===== config.mk =====
export PLATFORM = sky130hd
export DESIGN_NAME = speaker_tone_player
export DESIGN_NICKNAME = d
export VERILOG_FILES = /design/src/rtl/speaker_tone_player.sv
export SDC_FILE = /design/constraint.sdc
export NUM_CORES = 1
export LEC_CHECK = 0
export CORE_MARGIN = 2
export CORE_UTILIZATION = 30
export DETAILED_ROUTE_END_ITERATION = 10
export GPL_TIMING_DRIVEN = 0
export HOLD_SLACK_MARGIN = 0.08
export PLACE_DENSITY = 0.44
export SLEW_MARGIN = 20
export SYNTH_ARGS = -nofsm -noshare
export SYNTH_HDL_FRONTEND = slang
export SYNTH_SLANG_ARGS = --single-unit

===== constraint.sdc =====
create_clock -name clk -period 8.08 [get_ports clk]
set_input_delay 0.808 -clock clk [delete_from_list [all_inputs] [get_ports clk]]
set_output_delay 0.808 -clock clk [all_outputs]
set_load 0.02 [all_outputs]

===== src/rtl/speaker_tone_player.sv =====
// Note-command speaker peripheral: queues MCU note writes in a small FIFO
// and plays each one as a square wave, pulsing irq when the queue drains.
module speaker_tone_player #(
    parameter logic [7:0] SPEAKER_ID  = 8'h82,
    parameter logic [7:0] STATUS_ID   = 8'h83,
    parameter int         FIFO_DEPTH  = 4,
    parameter int         HALF_BASE   = 1_500,
    parameter int         UNIT_CYCLES = 12_500_000,
    parameter int         IRQ_WIDTH   = 4
) (
    input  logic       clk,
    input  logic       reset_n,
    input  logic [7:0] port_id,
    input  logic [7:0] out_port,
    input  logic       io_strb,
    output logic [7:0] rd_data,
    output logic       irq,
    output logic       speaker
);

    localparam int AW = $clog2(FIFO_DEPTH);
    localparam int CW = AW + 1;
    localparam int DW = $clog2(4 * UNIT_CYCLES);
    localparam int IW = $clog2(IRQ_WIDTH + 1);

    localparam logic [1:0] IDLE = 2'd0;
    localparam logic [1:0] LOAD = 2'd1;
    localparam logic [1:0] PLAY = 2'd2;

    logic          strb_q;
    logic          wr;
    logic          flush;
    logic          push;
    logic          pop;
    logic          full;
    logic          empty;
    logic          note_end;
    logic          is_rest;
    logic          overflow;
    logic [AW-1:0] wptr;
    logic [AW-1:0] rptr;
    logic [CW-1:0] count;
    logic [7:0]    mem [FIFO_DEPTH];
    logic [7:0]    note;
    logic [1:0]    state;
    logic [DW-1:0] dur_cnt;
    logic [DW-1:0] dur_load;
    logic [23:0]   half_cnt;
    logic [23:0]   half_load;
    logic [IW-1:0] irq_cnt;

    // Strobe is a multi-cycle level from the slower MCU domain; act on its rising edge only.
    assign wr       = io_strb & ~strb_q & (port_id == SPEAKER_ID);
    assign flush    = wr & (out_port == 8'h00);
    assign empty    = (count == '0);
    assign full     = (count == CW'(FIFO_DEPTH));
    assign note_end = (state == PLAY) && (dur_cnt == '0);
    assign pop      = ~empty & ((state == IDLE) | note_end);
    assign push     = wr & ~flush & (~full | pop);
    assign is_rest  = (note[5:0] == 6'd0);
    assign irq      = (irq_cnt != '0);

    assign dur_load  = DW'((int'(note[7:6]) + 1) * UNIT_CYCLES - 1);
    assign half_load = 24'(HALF_BASE * (64 - int'(note[5:0])) - 1);

    assign rd_data = (port_id == STATUS_ID)
                   ? {state != IDLE, full, empty, overflow, 1'b0, 3'(count)}
                   : 8'h00;

    always_ff @(posedge clk or negedge reset_n) begin
        if (!reset_n) strb_q <= 1'b0;
        else          strb_q <= io_strb;
    end

    always_ff @(posedge clk) begin
        if (push) mem[wptr] <= out_port;
    end

    always_ff @(posedge clk or negedge reset_n) begin
        if (!reset_n) begin
            wptr     <= '0;
            rptr     <= '0;
            count    <= '0;
            overflow <= 1'b0;
        end else if (flush) begin
            wptr     <= '0;
            rptr     <= '0;
            count    <= '0;
            overflow <= 1'b0;
        end else begin
            if (push) wptr <= wptr + AW'(1);
            if (pop)  rptr <= rptr + AW'(1);
            count <= count + CW'(push) - CW'(pop);
            if (wr & full & ~pop) overflow <= 1'b1;
        end
    end

    always_ff @(posedge clk or negedge reset_n) begin
        if (!reset_n) begin
            state    <= IDLE;
            note     <= 8'h00;
            dur_cnt  <= '0;
            half_cnt <= '0;
            speaker  <= 1'b0;
            irq_cnt  <= '0;
        end else if (flush) begin
            state    <= IDLE;
            dur_cnt  <= '0;
            half_cnt <= '0;
            speaker  <= 1'b0;
            irq_cnt  <= '0;
        end else begin
            if (irq_cnt != '0) irq_cnt <= irq_cnt - IW'(1);
            if (pop) note <= mem[rptr];
            case (state)
                IDLE: begin
                    speaker <= 1'b0;
                    if (pop) state <= LOAD;
                end
                LOAD: begin
                    dur_cnt  <= dur_load;
                    half_cnt <= half_load;
                    speaker  <= 1'b0;
                    state    <= PLAY;
                end
                PLAY: begin
                    if (note_end) begin
                        speaker <= 1'b0;
                        if (pop) begin
                            state <= LOAD;
                        end else begin
                            state   <= IDLE;
                            irq_cnt <= IW'(IRQ_WIDTH);
                        end
                    end else begin
                        dur_cnt <= dur_cnt - DW'(1);
                        if (half_cnt == '0) begin
                            half_cnt <= half_load;
                            if (!is_rest) speaker <= ~speaker;
                        end else begin
                            half_cnt <= half_cnt - 24'd1;
                        end
                    end
                end
                default: state <= IDLE;
            endcase
        end
    end

endmodule


==> key figures, run 1 <==
Run status
  • Status: finished, final reports clean

Route
  • DRT Pass-1 Iters: 5
  • Drc violations: 0
  • Drt total wl: 20800 um
  • DR vias: 6336
  • Vias per cell: 5.17
  • WL per Instance: 17.0 um
  • ANT nets after route: 0
  • First DRT Iteration DRCs: 343

STA
  • Setup TNS: 0 ps
  • Clock Skews: 10.0 ps
  • Slew Viols, Final: 0
  • RSZ-0062 raised after global routing: no
  • Worst rel slew slack: 36.7%
  • Max Clock Freq: 146 MHz
  • Endpoints failing setup: 0
  • Worst slew pin tran: 942 ps
  • Final Critical Period: 6860 ps
  • Hold Vio Cnt, Final: 0
  • Final period util: 84.8%

Die
  • FP Rows: 58
  • Die Span Y: 165 um
  • Initial core utilization: 30.7%
  • Std-Cell Core Area: 0.0253 mm2
  • Die Area: 0.0271 mm2
  • Die width: 165 um
  • # IOs: 29

Finish
  • Fraction of layout cells with a size suffix above 1: 7.25%
  • Diodes inserted: 0
  • Area Growth Syn to Fin: 13.0%
  • Area of the multi-input gates: 0.00455 mm2
  • Fill count: 2676
  • NumNets Final: 985
  • Register area: 0.00279 mm2

Clocking
  • Clk sink count: 105
  • H-tree levels: 3
  • Post-CTS Repair Setup Buffers: 0
  • CTS Hold Bufs: 0
  • Worst-Skew Late Latency: 360 ps
  • Clock Path Buffers: 2
  • CTS Root Buffer Type: clkbuf_16
  • CTS Buf Count: 9
  • TritonCTS clock tree: built
  • Reg clk slew, reported paths: 90 ps
  • Post-CTS sizing: 0

Synthesis
  • Top cell type's share of synthesized area: 23.6%
  • Multiplexer share of the synthesized area: 3.42%
  • Post-synth cell types: 79
  • Main combinational cell family by area after synthesis: simple AND/OR/NAND/NOR gates
  • Post-Synth XOR/XNOR Area: 4.75%
  • Post-synthesis simple-gate area fraction: 20.9%
  • Synth Area per Inst: 9.10 um2
  • Top post-synthesis cells by area: dfrtp_1, edfxtp_1, ha_1, fa_1, nor2_1
  • Synth Area in Compound Gates: 15.8%
  • Yosys warnings: 0
  • Cells after Synth: 851
  • Synthesized flop and latch total: 105
  • Most frequent cell after synthesis: nor2_1
  • Leading area contributor after synthesis: dfrtp_1
  • Commonest cells post-synth: nor2_1, dfrtp_1, nand2_1
  • Asr flop ratio synth: 69.5%
  • Number of synthesized flops with an enable pin: 32
  • Synth Area in Adders: 13.8%
  • Prevailing post-synth register cell: dfrtp_1
  • Mapped Area: 0.00774 mm2
  • Sequential share of the synthesized area: 36.0%

Global route
  • Largest net degree at the start of global routing: 46
  • Initial antenna violation count: 0
  • Vias in the first global route: 6292
  • First-pass GRT wire length: 34200 um
  • All-Layer GR Usage: 16.2%
  • GRT overflow: 0

Critical path
  • CP Launch Type: flop
  • Critical Setup Path Class: flop to flop
  • Critical path required time: 8350 ps
  • Critical path peak fanout: 8
  • Worst EP arrival: 7120 ps
  • CP endpoint kind: flop

Place
  • IO Port Bufs: 27
  • DPL Wire Length: 15700 um
  • Gpl congestion: 0.764

Worst hold path
  • Worst Hold Class: primary input to asynchronous set/reset pin

Run
  • MaxCap Viol Count: 0
==> worst max-delay path, cell delays in order, from the launching register on <==
cell and delay [ps]:
dfrtp_1 410, clkbuf_1 250, inv_1 220, ha_1 200, or3b_2 470, nor3_1 740, ha_1 410, ha_1 290
inv_1 70, fa_1 530, fa_1 540, inv_1 40, ha_1 270, clkbuf_1 190, o211ai_1 190, o21ai_1 140
o31ai_1 260, xor2_1 430, nor4b_4 410, a21oi_1 140, o31a_1 340, o32ai_1 210
==> cell families (layout without fill, tap and decap cells) <==
| logic type | Yosys count | in the layout |
|---|---|---|
| XOR/XNOR | 42 | 42 |
| other | 1 | 2 |
| multiplexers | 16 | 16 |
| AND/OR/NAND/NOR | 309 | 309 |
| AO/OA/AOI/OAI | 200 | 200 |
| buffers and inverters | 103 | 147 |
| flip-flops | 105 | 105 |
| adder cells (fa/ha/maj) | 75 | 75 |
==> per-stage QoR <==
| stage | util, % | worst slack [ps] | std cells | instance area, um2 | hold WS (ps) |
|---|---|---|---|---|---|
| floorplan | - | 2270 | 852 | 7750 | 455 |
| global placement | 33.4 | 1190 | 1209 | 8430 | 488 |
| detailed placement | 33.5 | 1260 | 1210 | 8460 | 496 |
| CTS | 34.6 | 1240 | 1226 | 8750 | 392 |
| global route | 34.6 | 774 | 1226 | 8750 | 407 |
| finish | 34.6 | 1220 | 1226 | 8750 | 375 |
==> cells in the final DEF (no fill, tap or decap), types with 5 or more instances in the layout <==
master and instances:
a21o_1 9, a21oi_1 53, a22oi_1 10, a31oi_1 11, and2_1 9, and3_1 13, buf_2 7, clkbuf_1 31
clkbuf_16 9, clkdlybuf4s50_1 26, dfrtp_1 73, edfxtp_1 32, fa_1 17, ha_1 58, inv_1 60, mux4_2 8
nand2_1 61, nand2b_1 13, nand3_1 21, nand4_1 6, nor2_1 82, nor2b_1 5, nor3_1 32, nor4_1 15
o211ai_1 8, o21ai_0 37, o21ai_1 27, o22ai_1 6, o31ai_1 8, or2_2 10, or3_1 8, or4_1 8
xnor2_1 28, xor2_1 14
==> cell type report <==
type                            count  area share [%]
Buffer                             43            2.16
Clock inverter                      7           0.772
Clock buffer                        9            2.57
Tap cell                          330            4.72
Inverter                           60            2.57
Timing Repair Buffer               28            3.37
Sequential cell                   105            31.9
Multi-Input combinational cell    644            52.0
==> final timing paths <==
| kind | startpoint | slack [ps] | endpoint | cells after the start |
|---|---|---|---|---|
| setup / recovery | note[0] | 1220 | half_cnt[16] | 21 |
| hold / removal | reset_n | 370 | half_cnt[16] | 1 |
| setup reg to reg | note[0] | 1220 | half_cnt[16] | 21 |
| hold reg to reg | half_cnt[22] | 510 | half_cnt[22] | 1 |
| max in group asynchronous | reset_n | 7120 | rptr[1] | 2 |
| min in group clk | half_cnt[22] | 510 | half_cnt[22] | 1 |
==> flip-flops by register name, summed over array words and instances (netlist names) <==
name      count
note          8
rptr          2
strb_q        1
irq_cnt       3
overflow      1
mem          32
dur_cnt      26
count         3
wptr          2
half_cnt     24
speaker       1
state         2
==> layer usage <==
metal	routed length (um)	share of wire [%]	track usage, %
met5	0	0	0
met4	208	1.0	3.28
met3	708	3.4	2.18
met2	9360	45	25.8
met1	10500	51	23.4
Power of run 1 is left out: the tool's default activity adds up to more than one toggle a clock period on the data nets, which glitch-free logic cannot reach.
==> inputs of run 2 (changes only) <==
--- a/config.mk
+++ b/config.mk
@@ -10,7 +10,7 @@
 export DETAILED_ROUTE_END_ITERATION = 10
 export GPL_TIMING_DRIVEN = 0
 export HOLD_SLACK_MARGIN = 0.08
-export PLACE_DENSITY = 0.44
+export PLACE_DENSITY = 0.46
 export SLEW_MARGIN = 20
 export SYNTH_ARGS = -nofsm -noshare
 export SYNTH_HDL_FRONTEND = slang
==> constraint.sdc (replaced) <==
create_clock -name clk -period 6.25 [get_ports clk]
set_input_delay 0.625 -clock clk [delete_from_list [all_inputs] [get_ports clk]]
set_output_delay 0.625 -clock clk [all_outputs]
set_load 0.02 [all_outputs]
==> run 2 against run 1 <==
Non-clock buffer count grew 5. Cell area grew 1.1%. Critical endpoint unchanged. Maximum frequency grew 16%. Die area is the same. Worst setup slack lost 890 ps.
==> key figures, run 2 (synthesized netlist as in run 1, its figures left out) <==
Critical path
  • Worst EP arrival: 6150 ps (-970 ps)
  • CP Launch Type: flop
  • Critical path required time: 6490 ps (-1860 ps)
  • CP endpoint kind: flop
  • Critical Path Slowest Stage Cell: fa_1
  • CP peak stage delay: 540 ps (-200 ps)
  • Critical path peak fanout: 8 (unchanged)
  • Worst Setup SP: note[0]
  • Critical Setup Path Class: flop to flop
  • Crit-path cells: inv_2, ha_1, or3b_2, xnor2_2, fa_1, inv_1, ha_1, inv_1, fa_1, fa_1, inv_1, ha_1, o211ai_1, o21ai_2, xor2_1, or3_4, nor4b_4, a21oi_1, nor4_1, o32ai_1
  • FF-to-FF Start: note[0]

Finish
  • NumNets Final: 990 (+0.51%)
  • Fill count: 2691 (+0.56%)
  • Largest register FFs: 32 (unchanged)
  • Area Growth Syn to Fin: 14.2%
  • Area of the multi-input gates: 0.00459 mm2 (+1.0%)
  • Commonest cells after routing, fill and taps aside: nor2_1, dfrtp_1, nand2_1, inv_1, ha_1
  • Biggest regs: mem: 32 flops, dur_cnt: 26 flops, half_cnt: 24 flops
  • Final instance area: 0.00884 mm2 (+1.1%)
  • Register area: 0.00279 mm2 (about the same)
  • Diodes inserted: 0 (unchanged)
  • Fin util: 35.0% (+0.37 points)
  • Most flops, register: mem
  • Fraction of layout cells with a size suffix above 1: 9.54% (+2.3 points)
  • Commonest non-fill, non-tap cell in the layout: nor2_1
  • Post-Layout Cell Count: 1231 (+0.41%)

Global route
  • Largest net degree at the start of global routing: 40 (-13%)
  • Vias in the first global route: 6348 (+0.89%)
  • First-pass GRT wire length: 33800 um (-1.3%)
  • GRT overflow: 0 (unchanged)
  • All-Layer GR Usage: 15.9% (-0.26 points)
  • Initial antenna violation count: 0 (unchanged)

Clocking
  • H-tree levels: 3 (unchanged)
  • CTS Root Buffer Type: clkbuf_16
  • Reg clk slew, reported paths: 90 ps (about the same)
  • Clock Path Buffers: 2 (unchanged)
  • Clk sink count: 105 (unchanged)
  • CTS Buf Count: 9 (unchanged)
  • TritonCTS clock tree: built
  • CTS Hold Bufs: 0 (unchanged)
  • Worst-Skew Late Latency: 360 ps (about the same)

Route
  • DR vias: 6345 (+0.14%)
  • WL per Instance: 16.6 um (-1.9%)
  • ANT nets after route: 0 (unchanged)
  • Vias per cell: 5.15 (-0.26%)
  • Drc violations: 0 (unchanged)
  • Drt total wl: 20500 um (-1.5%)
  • First DRT Iteration DRCs: 441 (+29%)
  • DRT Pass-1 Iters: 5 (unchanged)

Die
  • Std-Cell Core Area: 0.0253 mm2 (unchanged)
  • # IOs: 29 (unchanged)
  • Die Area: 0.0271 mm2 (unchanged)
  • Die width: 165 um (unchanged)
  • Die Span Y: 165 um (unchanged)
  • Initial core utilization: 30.7% (unchanged)
  • FP Rows: 58 (unchanged)

STA
  • Worst slew pin tran: 874 ps (-68.2 ps)
  • Slew Viols, Final: 0 (unchanged)
  • Clock Skews: 15.0 ps (+5.02 ps)
  • Hold Vio Cnt, Final: 0 (unchanged)
  • Setup ws final: 334 ps (-891 ps)
  • Final period util: 94.7% (+9.8 points)
  • Max Clock Freq: 169 MHz (+16%)
  • Endpoints failing setup: 0 (unchanged)
  • Worst rel slew slack: 41.2% (+4.5 points)
  • Final Critical Period: 5920 ps (-939 ps)

Place
  • IO Port Bufs: 27 (unchanged)
  • DPL Wire Length: 15300 um (-2.8%)
  • Post-DP Area: 0.00845 mm2 (about the same)
  • Dpl cells: 1210 (unchanged)
  • Gpl congestion: 0.821 (+7.6%)
  • Pre-CTS setup slack: -579 ps (-1840 ps)

Worst hold path
  • Worst Hold Class: primary input to asynchronous set/reset pin

Run
  • MaxCap Viol Count: 0 (unchanged)

Run status
  • Status: finished, final reports clean
[run 2: cell types whose count changed in the layout (fill, tap and decap cells not counted), moves of 2 or more]
cell,delta
buf_4,+8
a21oi_1,-3
a21oi_2,+3
clkbuf_1,-3
inv_1,-3
inv_2,+3
inv_6,-3
clkinv_4,+2
o21ai_0,-2
[run 2: stage by stage]
step	TNS [ps]	hold WS [ps]
floorplan	0	329
global placement	-4530	490
detailed placement	-4260	491
CTS	0	252
global route	-0.810	272
finish	0	227
[run 2: worst max-delay path, delay by kind of cell, from the launching register on]
kind | cells | cell delay, ps
compound gates | 4 | 640
xor+xnor | 2 | 340
fa+ha+maj | 6 | 2450
buf+inv | 4 | 270
flops | 1 | 480
simple gates | 4 | 1600
[run 2: path summary, 6_finish.rpt]
kind	endpoint	slack (ps)	cells after the start
hold reg to reg	half_cnt[22]	500	1
setup reg to reg	half_cnt[16]	330	20
min in group clk	half_cnt[22]	500	1
max in group asynchronous	note[0]	5430	2
setup / recovery	half_cnt[16]	330	20
hold / removal	dur_cnt[5]	230	1
[run 2: layout make-up]
class,instances,area share [%]
Tap cell,330,4.67
Clock inverter,7,0.792
Clock buffer,9,2.55
Inverter,60,2.55
Buffer,40,2.01
Sequential cell,105,31.5
Multi-Input combinational cell,644,52.0
Timing Repair Buffer,36,3.93
[run 2: routing by layer]
metal | share of wire (%) | routed length [um] | vias to the layer above | global-route usage [%]
met5 | 0 | 0 | - | 0
met2 | 46 | 9350 | 135 | 25.6
met3 | 3.2 | 665 | 21 | 1.76
li1 | - | - | 3122 | -
met1 | 50 | 10100 | 3067 | 22.6
met4 | 1.6 | 320 | 0 | 4.43
[run 2: repair_timing]
| item | CTS | global route |
|---|---|---|
| buffers inserted | 2 | 6 |
| pin swaps | 2 | 3 |
| setup endpoints to repair | 12 | 9 |
| endpoints found under the hold margin | 0 | 0 |
| gates resized for setup | 5 | 11 |
Power of run 2 is left out for the same reason.
==> inputs of run 3 (changes only) <==
--- a/config.mk
+++ b/config.mk
@@ -11,6 +11,7 @@
 export GPL_TIMING_DRIVEN = 0
 export HOLD_SLACK_MARGIN = 0.08
 export PLACE_DENSITY = 0.46
+export SKIP_CTS_REPAIR_TIMING = 1
 export SLEW_MARGIN = 20
 export SYNTH_ARGS = -nofsm -noshare
 export SYNTH_HDL_FRONTEND = slang
==> run 3 against run 2 <==
Routed wire length shrank 0.40%. Utilization is essentially flat. Count of clock-buffer cells in the layout stayed put. Via count shrank 0.54%. Worst setup slack better by 67 ps. First-iteration DRC count decreased by 0.23%. Sequential share of layout area about the same. Final cell count about the same. Highest routed layer unchanged. Global-route usage hardly changed. Sequential cell count did not move. Worst hold slack got worse by 0.62 ps. Non-clock buffer count shrank 1.
==> key figures, run 3 (synthesized netlist as in run 1, its figures left out) <==
Critical path
  • CP endpoint kind: flop
  • Worst EP arrival: 6110 ps (-40 ps)
  • Critical path required time: 6510 ps (+20 ps)
  • Critical path peak fanout: 8 (unchanged)
  • Critical Setup Path Class: flop to flop
  • Flop2flop setup slack: 400 ps (+70 ps)
  • CP Launch Type: flop

Clocking
  • TritonCTS clock tree: built
  • Worst-Skew Late Latency: 360 ps (about the same)
  • H-tree levels: 3 (unchanged)
  • Clock Path Buffers: 2 (unchanged)
  • CTS Root Buffer Type: clkbuf_16
  • CTS Buf Count: 9 (unchanged)
  • Reg clk slew, reported paths: 90 ps (about the same)
  • Clk sink count: 105 (unchanged)

Place
  • IO Port Bufs: 27 (unchanged)
  • Gpl congestion: 0.821 (unchanged)
  • Pre-CTS setup slack: -579 ps (unchanged)
  • Dpl cells: 1210 (unchanged)
  • DPL Wire Length: 15300 um (unchanged)

Finish
  • Commonest non-fill, non-tap cell in the layout: nor2_1
  • Commonest cells after routing, fill and taps aside: nor2_1, dfrtp_1, nand2_1, inv_1, ha_1
  • Area Growth Syn to Fin: 14.2% (about the same)
  • NumNets Final: 989 (-0.10%)
  • Biggest regs: mem: 32 flops, dur_cnt: 26 flops, half_cnt: 24 flops
  • Diodes inserted: 0 (unchanged)
  • Fraction of layout cells with a size suffix above 1: 9.56% (+0.011 points)
  • Post-Layout Cell Count: 1230 (-0.081%)
  • Area of the multi-input gates: 0.00461 mm2 (+0.25%)
  • Most flops, register: mem
  • Fill count: 2692 (+0.037%)
  • Largest register FFs: 32 (unchanged)
  • Register area: 0.00279 mm2 (unchanged)

Die
  • Die width: 165 um (unchanged)
  • Die Span Y: 165 um (unchanged)
  • Std-Cell Core Area: 0.0253 mm2 (unchanged)
  • Initial core utilization: 30.7% (unchanged)
  • Die Area: 0.0271 mm2 (unchanged)
  • FP Rows: 58 (unchanged)
  • # IOs: 29 (unchanged)

Route
  • ANT nets after route: 0 (unchanged)
  • Drt total wl: 20400 um (-0.40%)
  • DRT Pass-1 Iters: 5 (unchanged)
  • First DRT Iteration DRCs: 440 (-0.23%)
  • DR vias: 6311 (-0.54%)
  • WL per Instance: 16.6 um (-0.31%)
  • Drc violations: 0 (unchanged)
  • Vias per cell: 5.13 (-0.45%)

STA
  • Endpoints failing setup: 0 (unchanged)
  • Worst slew pin tran: 828 ps (-45.9 ps)
  • Final period util: 93.6% (-1.1 points)
  • Slew Viols, Final: 0 (unchanged)
  • Final Critical Period: 5850 ps (-67.0 ps)
  • Hold Vio Cnt, Final: 0 (unchanged)
  • Worst rel slew slack: 44.3% (+3.1 points)
  • Max Clock Freq: 171 MHz (+1.1%)
  • Clock Skews: 11.9 ps (-3.12 ps)
  • RSZ-0062 raised after global routing: no
  • Setup ws final: 401 ps (+67.0 ps)
  • Setup TNS: 0 ps (unchanged)

Global route
  • Largest net degree at the start of global routing: 40 (unchanged)
  • All-Layer GR Usage: 15.9% (about the same)
  • First-pass GRT wire length: 33700 um (about the same)
  • Initial antenna violation count: 0 (unchanged)
  • GRT overflow: 0 (unchanged)
  • Vias in the first global route: 6353 (+0.079%)

Run
  • MaxCap Viol Count: 0 (unchanged)

Worst hold path
  • Worst Hold Class: primary input to asynchronous set/reset pin

Run status
  • Status: finished, final reports clean
## run 3: final timing paths
path	end	start	cells past startpoint
min in group clk	half_cnt[19]	half_cnt[19]	2
max in group asynchronous	note[0]	reset_n	2
worst max-delay path	half_cnt[16]	note[2]	19
worst min register to register	half_cnt[19]	half_cnt[19]	2
worst min-delay path	dur_cnt[5]	reset_n	1
worst max register to register	half_cnt[16]	note[2]	19
## run 3: stage by stage
step	instance area [um2]	util [%]	hold WS, ps
floorplan	7750	-	329
detailed placement	8450	33.5	491
global route	8850	35.0	272
CTS	8740	34.6	252
global placement	8430	33.4	490
finish	8850	35.0	226
## run 3: worst max-delay path, stage by stage (launching register included)
cell      delay [ps]
dfrtp_1          460
nor3_1           440
nand2b_1         170
nor2_1           210
xnor2_1          180
or2_2            350
ha_1             320
fa_1             520
inv_1             60
fa_1             540
inv_1             40
ha_1             270
buf_2            170
a21o_1           200
o311a_1          390
or3_4            410
nor4b_4          330
a21oi_1          140
o31a_1           340
o32ai_1          210
## run 3: area by class of cell
cell class	instances	share of cell area, %
Inverter	60	2.55
Buffer	40	2.01
Clock buffer	9	2.55
Clock inverter	7	0.792
Tap cell	330	4.67
Timing Repair Buffer	35	3.85
Multi-Input combinational cell	644	52.1
Sequential cell	105	31.5
## run 3: layer usage
layer | share of wire, % | vias to the layer above | track usage [%]
li1 | - | 3125 | -
met1 | 50 | 3036 | 22.6
met2 | 46 | 130 | 25.6
met3 | 3.2 | 20 | 1.78
met4 | 1.3 | 0 | 4.51
met5 | 0 | - | 0
Power of run 3 is left out for the same reason.
